$ cat src/rtl/mmu_pkg.sv
// mmu_pkg: shared types and constants for the address translation slice.
//   exc_code_e   : translation exception codes reported with each response
//   state_e      : translator FSM states (exposed on dbg_state)
//   utlb_entry_t : one micro-TLB entry
//   DMW_*        : bit positions of the fields inside a direct-mapped window CSR
//   exc_check()  : exception priority for a TLB-sourced translation
package mmu_pkg;

    typedef enum logic [2:0] {
        EXC_NONE = 3'd0,
        EXC_TLBR = 3'd1,
        EXC_PIL  = 3'd2,
        EXC_PIS  = 3'd3,
        EXC_PPI  = 3'd4,
        EXC_PME  = 3'd5
    } exc_code_e;

    typedef enum logic [1:0] {
        ST_IDLE   = 2'd0,
        ST_REFILL = 2'd1,
        ST_RESP   = 2'd2
    } state_e;

    typedef struct packed {
        logic [19:0] vpn;
        logic [19:0] pfn;
        logic [1:0]  mat;
        logic        d;
        logic [1:0]  plv;
        logic        valid;
    } utlb_entry_t;

    // Direct-mapped window CSR layout
    localparam int DMW_VSEG_HI = 31;
    localparam int DMW_VSEG_LO = 29;
    localparam int DMW_PSEG_HI = 27;
    localparam int DMW_PSEG_LO = 25;
    localparam int DMW_MAT_HI  = 5;
    localparam int DMW_MAT_LO  = 4;
    localparam int DMW_PLV_HI  = 3;   // one enable bit per privilege level
    localparam int DMW_PLV_LO  = 0;

    // First failing check wins: missing entry, invalid page, privilege, dirty.
    function automatic exc_code_e exc_check(input logic       found,
                                            input logic       v,
                                            input logic       d,
                                            input logic       is_store,
                                            input logic [1:0] entry_plv,
                                            input logic [1:0] req_plv);
        exc_code_e code;
        if (!found)                  code = EXC_TLBR;
        else if (!v)                 code = is_store ? EXC_PIS : EXC_PIL;
        else if (req_plv > entry_plv) code = EXC_PPI;
        else if (is_store && !d)     code = EXC_PME;
        else                         code = EXC_NONE;
        return code;
    endfunction

endpackage

$ cat src/rtl/mmu_xlate_if.sv
// mmu_xlate_if: request, response and main-TLB lookup signals of the translator.
//   slave  : the translator (mmu_xlate)
//   master : the requester / main TLB side
//
// Handshake rule for every valid/ready pair here: a transfer happens on a
// rising clock edge where both valid and ready are 1. Once valid is raised it
// stays high, with its payload unchanged, until that transfer. The main-TLB
// lookup is a request/response pair: tlb_req_valid and tlb_vpn stay asserted
// and stable until a single-cycle tlb_resp_valid pulse returns the result.
interface mmu_xlate_if;
    import mmu_pkg::*;

    logic        req_valid;
    logic        req_ready;
    logic [31:0] vaddr;
    logic        is_store;

    logic        resp_valid;
    logic        resp_ready;
    logic [31:0] paddr;
    logic [1:0]  mat;
    logic        is_dmw;
    logic        is_usetlb;
    exc_code_e   exc_code;

    logic        tlb_req_valid;
    logic [19:0] tlb_vpn;
    logic        tlb_resp_valid;
    logic        tlb_found;
    logic [19:0] tlb_pfn;
    logic [1:0]  tlb_mat;
    logic        tlb_v;
    logic        tlb_d;
    logic [1:0]  tlb_plv;

    modport slave (
        input  req_valid, vaddr, is_store, resp_ready,
        input  tlb_resp_valid, tlb_found, tlb_pfn, tlb_mat, tlb_v, tlb_d, tlb_plv,
        output req_ready, resp_valid, paddr, mat, is_dmw, is_usetlb, exc_code,
        output tlb_req_valid, tlb_vpn
    );

    modport master (
        output req_valid, vaddr, is_store, resp_ready,
        output tlb_resp_valid, tlb_found, tlb_pfn, tlb_mat, tlb_v, tlb_d, tlb_plv,
        input  req_ready, resp_valid, paddr, mat, is_dmw, is_usetlb, exc_code,
        input  tlb_req_valid, tlb_vpn
    );

endinterface

$ cat src/rtl/mmu_utlb.sv
// mmu_utlb: fully associative micro-TLB (entry array, parallel lookup, victim pick).
// Build option: MMU_UTLB_EN. When undefined there is no storage and every
// lookup misses.
//   clk, resetn : clock, asynchronous active-low reset
//   flush       : clear every valid bit this cycle (beats a same-cycle write)
//   lookup_vpn  : virtual page number to look up (combinational)
//   hit         : lookup_vpn matches a valid entry
//   hit_entry   : the matching entry (lowest index if several)
//   wr_en       : install wr_entry into the victim slot
//   wr_entry    : entry to install
module mmu_utlb import mmu_pkg::*; #(
    parameter int ENTRIES = 4
) (
    input  logic        clk,
    input  logic        resetn,
    input  logic        flush,
    input  logic [19:0] lookup_vpn,
    output logic        hit,
    output utlb_entry_t hit_entry,
    input  logic        wr_en,
    input  utlb_entry_t wr_entry
);

`ifdef MMU_UTLB_EN
    localparam int IW = (ENTRIES > 1) ? $clog2(ENTRIES) : 1;

    utlb_entry_t   entries [ENTRIES];
    logic [IW-1:0] rr_ptr;
    logic [IW-1:0] victim;
    logic          free_found;

    // Descending scan so the lowest matching index is the one left standing.
    always_comb begin
        hit       = 1'b0;
        hit_entry = '0;
        for (int i = ENTRIES - 1; i >= 0; i--) begin
            if (entries[i].valid && (entries[i].vpn == lookup_vpn)) begin
                hit       = 1'b1;
                hit_entry = entries[i];
            end
        end
    end

    // Prefer the first empty slot; only evict via round-robin when full.
    always_comb begin
        victim     = rr_ptr;
        free_found = 1'b0;
        for (int i = 0; i < ENTRIES; i++) begin
            if (!free_found && !entries[i].valid) begin
                victim     = IW'(i);
                free_found = 1'b1;
            end
        end
    end

    always_ff @(posedge clk or negedge resetn) begin
        if (!resetn) begin
            for (int i = 0; i < ENTRIES; i++) entries[i] <= '0;
            rr_ptr <= '0;
        end else if (flush) begin
            for (int i = 0; i < ENTRIES; i++) entries[i].valid <= 1'b0;
        end else if (wr_en) begin
            entries[victim] <= wr_entry;
            rr_ptr          <= rr_ptr + 1'b1;   // ENTRIES is a power of two: wraps
        end
    end
`else
    logic unused_ok;
    assign unused_ok = ^{clk, resetn, flush, lookup_vpn, wr_en, wr_entry};
    assign hit       = 1'b0;
    assign hit_entry = '0;
`endif

endmodule

$ cat src/rtl/mmu_xlate.sv
// mmu_xlate: virtual-to-physical address translation front end.
// Order of resolution at request acceptance: direct addressing (da=1, pg=0),
// then direct-mapped windows, then the micro-TLB; a miss walks the main TLB
// in REFILL. Build option: MMU_UTLB_EN enables the micro-TLB (see mmu_utlb).
//   clk, resetn : clock, asynchronous active-low reset
//   da, pg, plv, mat_csr, dmw : CSR state, captured when a request is accepted
//   flush       : invalidate the micro-TLB
//   bus         : request / response / main-TLB lookup (mmu_xlate_if.slave)
//   dbg_state   : current FSM state
module mmu_xlate import mmu_pkg::*; #(
    parameter int NUM_DMW      = 2,
    parameter int UTLB_ENTRIES = 4
) (
    input  logic                    clk,
    input  logic                    resetn,
    input  logic                    da,
    input  logic                    pg,
    input  logic [1:0]              plv,
    input  logic [1:0]              mat_csr,
    input  logic [NUM_DMW-1:0][31:0] dmw,
    input  logic                    flush,
    mmu_xlate_if.slave              bus,
    output state_e                  dbg_state
);

    state_e      state, state_nx;
    logic        accept;

    // Transaction context captured at acceptance, used by REFILL
    logic [31:0] vaddr_q;
    logic        is_store_q;
    logic [1:0]  plv_q;
    logic        flush_seen;   // a flush landed during this refill: do not install

    // Response registers and their next values
    logic [31:0] paddr_q, paddr_nx;
    logic [1:0]  mat_q, mat_nx;
    logic        is_dmw_q, is_dmw_nx;
    logic        is_usetlb_q, is_usetlb_nx;
    exc_code_e   exc_q, exc_nx;

    // Window match
    logic        win_hit;
    logic [2:0]  win_pseg;
    logic [1:0]  win_mat;
    logic [3:0]  win_plv_en;

    // Micro-TLB
    logic        utlb_hit;
    utlb_entry_t utlb_e;
    logic        utlb_wr;
    utlb_entry_t utlb_wr_entry;

    logic        unused_ok;
    assign unused_ok = ^{dmw, utlb_e.vpn, utlb_e.valid};

    assign bus.req_ready = (state == ST_IDLE) || ((state == ST_RESP) && bus.resp_ready);
    assign accept        = bus.req_valid && bus.req_ready;

    // Descending scan so the lowest matching window wins.
    always_comb begin
        win_hit    = 1'b0;
        win_pseg   = '0;
        win_mat    = '0;
        win_plv_en = '0;
        for (int i = NUM_DMW - 1; i >= 0; i--) begin
            win_plv_en = dmw[i][DMW_PLV_HI:DMW_PLV_LO];
            if ((bus.vaddr[31:29] == dmw[i][DMW_VSEG_HI:DMW_VSEG_LO]) && win_plv_en[plv]) begin
                win_hit  = 1'b1;
                win_pseg = dmw[i][DMW_PSEG_HI:DMW_PSEG_LO];
                win_mat  = dmw[i][DMW_MAT_HI:DMW_MAT_LO];
            end
        end
    end

    mmu_utlb #(.ENTRIES(UTLB_ENTRIES)) u_utlb (
        .clk        (clk),
        .resetn     (resetn),
        .flush      (flush),
        .lookup_vpn (bus.vaddr[31:12]),
        .hit        (utlb_hit),
        .hit_entry  (utlb_e),
        .wr_en      (utlb_wr),
        .wr_entry   (utlb_wr_entry)
    );

    always_comb begin
        utlb_wr_entry       = '0;
        utlb_wr_entry.vpn   = vaddr_q[31:12];
        utlb_wr_entry.pfn   = bus.tlb_pfn;
        utlb_wr_entry.mat   = bus.tlb_mat;
        utlb_wr_entry.d     = bus.tlb_d;
        utlb_wr_entry.plv   = bus.tlb_plv;
        utlb_wr_entry.valid = 1'b1;
    end

    // Next state and response values
    always_comb begin
        state_nx     = state;
        paddr_nx     = paddr_q;
        mat_nx       = mat_q;
        is_dmw_nx    = is_dmw_q;
        is_usetlb_nx = is_usetlb_q;
        exc_nx       = exc_q;
        utlb_wr      = 1'b0;
        case (state)
            ST_IDLE, ST_RESP: begin
                if ((state == ST_RESP) && bus.resp_ready) state_nx = ST_IDLE;
                if (accept) begin
                    if (da && !pg) begin
                        state_nx     = ST_RESP;
                        paddr_nx     = bus.vaddr;
                        mat_nx       = mat_csr;
                        is_dmw_nx    = 1'b0;
                        is_usetlb_nx = 1'b0;
                        exc_nx       = EXC_NONE;
                    end else if (win_hit) begin
                        state_nx     = ST_RESP;
                        paddr_nx     = {win_pseg, bus.vaddr[28:0]};
                        mat_nx       = win_mat;
                        is_dmw_nx    = 1'b1;
                        is_usetlb_nx = 1'b0;
                        exc_nx       = EXC_NONE;
                    end else if (utlb_hit) begin
                        // Resident entries were installed with found=1, v=1.
                        state_nx     = ST_RESP;
                        paddr_nx     = {utlb_e.pfn, bus.vaddr[11:0]};
                        mat_nx       = utlb_e.mat;
                        is_dmw_nx    = 1'b0;
                        is_usetlb_nx = 1'b1;
                        exc_nx       = exc_check(1'b1, 1'b1, utlb_e.d, bus.is_store,
                                                 utlb_e.plv, plv);
                    end else begin
                        state_nx = ST_REFILL;
                    end
                end
            end
            ST_REFILL: begin
                if (bus.tlb_resp_valid) begin
                    state_nx     = ST_RESP;
                    paddr_nx     = {bus.tlb_pfn, vaddr_q[11:0]};
                    mat_nx       = bus.tlb_mat;
                    is_dmw_nx    = 1'b0;
                    is_usetlb_nx = 1'b1;
                    exc_nx       = exc_check(bus.tlb_found, bus.tlb_v, bus.tlb_d,
                                             is_store_q, bus.tlb_plv, plv_q);
                    utlb_wr      = bus.tlb_found && bus.tlb_v && !flush_seen;
                end
            end
            default: state_nx = ST_IDLE;
        endcase
    end

    always_ff @(posedge clk or negedge resetn) begin
        if (!resetn) begin
            state       <= ST_IDLE;
            vaddr_q     <= '0;
            is_store_q  <= 1'b0;
            plv_q       <= '0;
            flush_seen  <= 1'b0;
            paddr_q     <= '0;
            mat_q       <= '0;
            is_dmw_q    <= 1'b0;
            is_usetlb_q <= 1'b0;
            exc_q       <= EXC_NONE;
        end else begin
            state       <= state_nx;
            paddr_q     <= paddr_nx;
            mat_q       <= mat_nx;
            is_dmw_q    <= is_dmw_nx;
            is_usetlb_q <= is_usetlb_nx;
            exc_q       <= exc_nx;
            if (accept) begin
                vaddr_q    <= bus.vaddr;
                is_store_q <= bus.is_store;
                plv_q      <= plv;
                flush_seen <= 1'b0;
            end else if ((state == ST_REFILL) && flush) begin
                flush_seen <= 1'b1;
            end
        end
    end

    assign bus.resp_valid    = (state == ST_RESP);
    assign bus.tlb_req_valid = (state == ST_REFILL);
    assign bus.tlb_vpn       = vaddr_q[31:12];
    assign bus.paddr         = paddr_q;
    assign bus.mat           = mat_q;
    assign bus.is_dmw        = is_dmw_q;
    assign bus.is_usetlb     = is_usetlb_q;
    assign bus.exc_code      = exc_q;
    assign dbg_state         = state;

endmodule

$ cat src/flat_wrapper.sv
// flat-port wrapper written by rule: the top's interface ports become plain ports
module mmu_xlate_flat import mmu_pkg::*;
#(
    parameter int NUM_DMW      = 2,
    parameter int UTLB_ENTRIES = 4
)
  (clk, resetn, da, pg, plv, mat_csr, dmw, flush, dbg_state, bus_req_valid, bus_vaddr, bus_is_store, bus_resp_ready, bus_tlb_resp_valid, bus_tlb_found, bus_tlb_pfn, bus_tlb_mat, bus_tlb_v, bus_tlb_d, bus_tlb_plv, bus_req_ready, bus_resp_valid, bus_paddr, bus_mat, bus_is_dmw, bus_is_usetlb, bus_exc_code, bus_tlb_req_valid, bus_tlb_vpn);
  mmu_xlate_if bus_i ();
  input  logic clk;
  input  logic resetn;
  input  logic da;
  input  logic pg;
  input  logic [1:0] plv;
  input  logic [1:0] mat_csr;
  input  logic [NUM_DMW-1:0][31:0] dmw;
  input  logic flush;
  output state_e dbg_state;
  input wire logic [$bits(bus_i.req_valid)-1:0] bus_req_valid;
  input wire logic [$bits(bus_i.vaddr)-1:0] bus_vaddr;
  input wire logic [$bits(bus_i.is_store)-1:0] bus_is_store;
  input wire logic [$bits(bus_i.resp_ready)-1:0] bus_resp_ready;
  input wire logic [$bits(bus_i.tlb_resp_valid)-1:0] bus_tlb_resp_valid;
  input wire logic [$bits(bus_i.tlb_found)-1:0] bus_tlb_found;
  input wire logic [$bits(bus_i.tlb_pfn)-1:0] bus_tlb_pfn;
  input wire logic [$bits(bus_i.tlb_mat)-1:0] bus_tlb_mat;
  input wire logic [$bits(bus_i.tlb_v)-1:0] bus_tlb_v;
  input wire logic [$bits(bus_i.tlb_d)-1:0] bus_tlb_d;
  input wire logic [$bits(bus_i.tlb_plv)-1:0] bus_tlb_plv;
  output wire logic [$bits(bus_i.req_ready)-1:0] bus_req_ready;
  output wire logic [$bits(bus_i.resp_valid)-1:0] bus_resp_valid;
  output wire logic [$bits(bus_i.paddr)-1:0] bus_paddr;
  output wire logic [$bits(bus_i.mat)-1:0] bus_mat;
  output wire logic [$bits(bus_i.is_dmw)-1:0] bus_is_dmw;
  output wire logic [$bits(bus_i.is_usetlb)-1:0] bus_is_usetlb;
  output wire logic [$bits(bus_i.exc_code)-1:0] bus_exc_code;
  output wire logic [$bits(bus_i.tlb_req_valid)-1:0] bus_tlb_req_valid;
  output wire logic [$bits(bus_i.tlb_vpn)-1:0] bus_tlb_vpn;
  assign bus_i.req_valid = bus_req_valid;
  assign bus_i.vaddr = bus_vaddr;
  assign bus_i.is_store = bus_is_store;
  assign bus_i.resp_ready = bus_resp_ready;
  assign bus_i.tlb_resp_valid = bus_tlb_resp_valid;
  assign bus_i.tlb_found = bus_tlb_found;
  assign bus_i.tlb_pfn = bus_tlb_pfn;
  assign bus_i.tlb_mat = bus_tlb_mat;
  assign bus_i.tlb_v = bus_tlb_v;
  assign bus_i.tlb_d = bus_tlb_d;
  assign bus_i.tlb_plv = bus_tlb_plv;
  assign bus_req_ready = bus_i.req_ready;
  assign bus_resp_valid = bus_i.resp_valid;
  assign bus_paddr = bus_i.paddr;
  assign bus_mat = bus_i.mat;
  assign bus_is_dmw = bus_i.is_dmw;
  assign bus_is_usetlb = bus_i.is_usetlb;
  assign bus_exc_code = bus_i.exc_code;
  assign bus_tlb_req_valid = bus_i.tlb_req_valid;
  assign bus_tlb_vpn = bus_i.tlb_vpn;
  mmu_xlate #(.NUM_DMW(NUM_DMW), .UTLB_ENTRIES(UTLB_ENTRIES)) u_core (.clk(clk), .resetn(resetn), .da(da), .pg(pg), .plv(plv), .mat_csr(mat_csr), .dmw(dmw), .flush(flush), .bus(bus_i), .dbg_state(dbg_state));
endmodule
$ cat config.mk
export PLATFORM = sky130hd
export DESIGN_NAME = mmu_xlate_flat
export DESIGN_NICKNAME = d
export VERILOG_FILES = /design/src/rtl/mmu_pkg.sv /design/src/rtl/mmu_xlate_if.sv /design/src/rtl/mmu_utlb.sv /design/src/rtl/mmu_xlate.sv /design/src/flat_wrapper.sv
export SDC_FILE = /design/constraint.sdc
export NUM_CORES = 1
export LEC_CHECK = 0
export CORE_ASPECT_RATIO = 2
export CORE_MARGIN = 2
export CORE_UTILIZATION = 34
export CTS_BUF_LIST = sky130_fd_sc_hd__clkbuf_8
export DETAILED_ROUTE_END_ITERATION = 10
export GPL_TIMING_DRIVEN = 0
export MAX_ROUTING_LAYER = met4
export PLACE_DENSITY_LB_ADDON = 0.15
export SLEW_MARGIN = 20
export SYNTH_ARGS = -nofsm -noshare
export SYNTH_HDL_FRONTEND = slang
export SYNTH_HIERARCHICAL = 1
export SYNTH_SLANG_ARGS = --single-unit
$ cat constraint.sdc
create_clock -name clk -period 2.5 [get_ports clk]
set_input_delay 0.25 -clock clk [delete_from_list [all_inputs] [get_ports clk]]
set_output_delay 0.25 -clock clk [all_outputs]
set_load 0.005 [all_outputs]
==> flow_summary.json <==
{
  "grt_usage_pct": 19.0,
  "portBuffers": 158,
  "wl_um": 12200,
  "final_common_cell": "clkdlybuf4s50_1",
  "place_ws_ns": -0.258,
  "synth_area_per_cell_um2": 9.88,
  "grt-ovfl-total": 0,
  "ir_drop_mv": 0.387,
  "final_cell_mix": "157 x clkdlybuf4s50_1, 82 x nand2_1, 76 x dfrtp_1, 48 x buf_4, 34 x nor2_1",
  "final.setup_skew_ns": 0.00762,
  "cp_slowest_cell": "clkdlybuf4s50_1",
  "ios": 200,
  "fmax_mhz": 431,
  "cts_made_buffers": 9,
  "cap_violations": 0,
  "core_region_area_um2": 12100,
  "finalHoldViolations": 0,
  "first_pass_iters": 4,
  "leakage_nw": 2.91,
  "cp-end-kind": "primary output",
  "grt_pass1_wl_um": 19600,
  "relSlewSlack_pct": 54.2,
  "gp_congestion": 0.818,
  "drt_iter0_markers": 95,
  "status": "completed",
  "worst_slew_pin_slew_ns": 0.688,
  "antennaDiodeCount": 0,
  "clkLatencyLatePin_ns": 0.35,
  "crit_fanout": 10,
  "vias": 3601,
  "max_stage_delay_ns": 0.54,
  "die_area_um2": 13400,
  "post_cts_buffers": 0,
  "grt_setup_unrepaired": "no",
  "critical_path_class": "reg -> out",
  "std_cell_rows": 57,
  "start_util_pct": 35.0,
  "start_kind": "flip-flop",
  "drc": 0,
  "holdWs_ns": 0.342,
  "netlist_area_um2": 4240,
  "wl_per_cell_um": 15.8,
  "clockBufferDepth": 2,
  "cts.sinks": 76,
  "power.density_nw_per_um2": 805,
  "syn2layout_area_growth_pct": 49.6,
  "path_cells": "nand2b_2, inv_1, clkbuf_2, clkdlybuf4s50_1",
  "dp_hpwl_um": 9430,
  "layout_setup_ws_ns": 0.181,
  "htreeDepth": 3,
  "setup_viol": 0,
  "final.period_utilization_pct": 92.8,
  "worst-path-buf-inv": 3,
  "yosys_warnings": 6,
  "cts_tree": "built",
  "antenna_left": 0,
  "critPathArrivalTime_ns": 2.07,
  "fin_crit_ns": 2.32,
  "die_x_um": 82.9,
  "via_per_inst": 4.65,
  "grt_pass1_vias": 3800,
  "antenna_found_initial": 0,
  "critical-path-top-delay-family": "buffers and inverters",
  "grt_max_degree": 53,
  "synth_cells": 429,
  "hold_path_class": "in -> async",
  "clk_pin_slew_ns": 0.08,
  "final_nets": 764,
  "drive_gt1_share_pct": 18.5,
  "worstPathRequired_ns": 2.25,
  "die_h_um": 162,
  "slew_viol_final": 0,
  "cts-root-buf": "clkbuf_8"
}
==> path summary, 6_finish.rpt <==
path | startpoint | endpoint | slack (ns) | cells after the start
setup / recovery | u_core/dbg_state[1]$_DFFE_PN0P_ | bus_tlb_req_valid | 0.18 | 4
hold / removal | resetn | u_core/vaddr_q[15]$_DFFE_PN0P_ | 0.34 | 2
setup reg to reg | u_core/dbg_state[0]$_DFFE_PN0P_ | u_core/bus.paddr[1]$_DFFE_PN0P_ | 0.48 | 6
hold reg to reg | u_core/vaddr_q[5]$_DFFE_PN0P_ | u_core/vaddr_q[5]$_DFFE_PN0P_ | 0.48 | 2
max in group asynchronous | resetn | u_core/dbg_state[0]$_DFFE_PN0P_ | 1.55 | 3
min in group clk | bus_vaddr[8] | u_core/vaddr_q[8]$_DFFE_PN0P_ | 0.46 | 3
==> layer usage <==
layer | share of wire (%) | GRT usage [%] | wire, µm | vias up
li1 | - | - | - | 1757
met1 | 38 | 20.4 | 4700 | 1697
met2 | 54 | 34.1 | 6650 | 124
met3 | 4.2 | 3.00 | 512 | 23
met4 | 3.1 | 8.64 | 384 | 0
met5 | 0 | - | 0 | -
==> timing repair <==
item	in CTS	in global routing
resized for setup	1	3
setup endpoints to repair	1	5
hold buffers	1	0
hold endpoints to repair	24	0
==> flip-flops by register name (all words and copies together) (netlist names) <==
register and count:
u_core/bus.mat 2, u_core/dbg_state 2, u_core/plv_q 2, u_core/bus.exc_code 3, u_core/is_store_q 1, u_core/bus.is_dmw 1, u_core/vaddr_q 32, u_core/bus.is_usetlb 1
u_core/bus.paddr 32
==> where the power goes <==
group | switching, W | internal [W] | leakage (nW)
registers | 0.000245 | 0.00166 | 0.896
clock network | 0.000458 | 0.000550 | 0.106
logic | 0.000778 | 0.00141 | 1.90
==> metrics by stage <==
| stage | cell area (µm²) | utilization [%] | instances | power [W] | TNS (ns) |
|---|---|---|---|---|---|
| after floorplan | 4330 | - | 454 | 0.00291 | 0 |
| after global placement | 6100 | 50.3 | 759 | 0.00409 | -133.44 |
| after detailed placement | 6120 | 50.5 | 760 | 0.00415 | -5.95 |
| after CTS | 6340 | 52.3 | 776 | 0.00518 | 0 |
| after global routing | 6340 | 52.3 | 775 | 0.00542 | 0 |
| final | 6340 | 52.3 | 775 | 0.00510 | 0 |
==> final cells by class <==
cell class	count	area, µm²
Sequential cell	76	1900
Buffer	67	463
Clock inverter	6	81.3
Clock buffer	9	124
Inverter	20	75.1
Multi-Input combinational cell	290	1890
Timing Repair Buffer	160	1620
Fill cell	1184	5790
Tap cell	147	184
(Power assumes the default switching activity.)
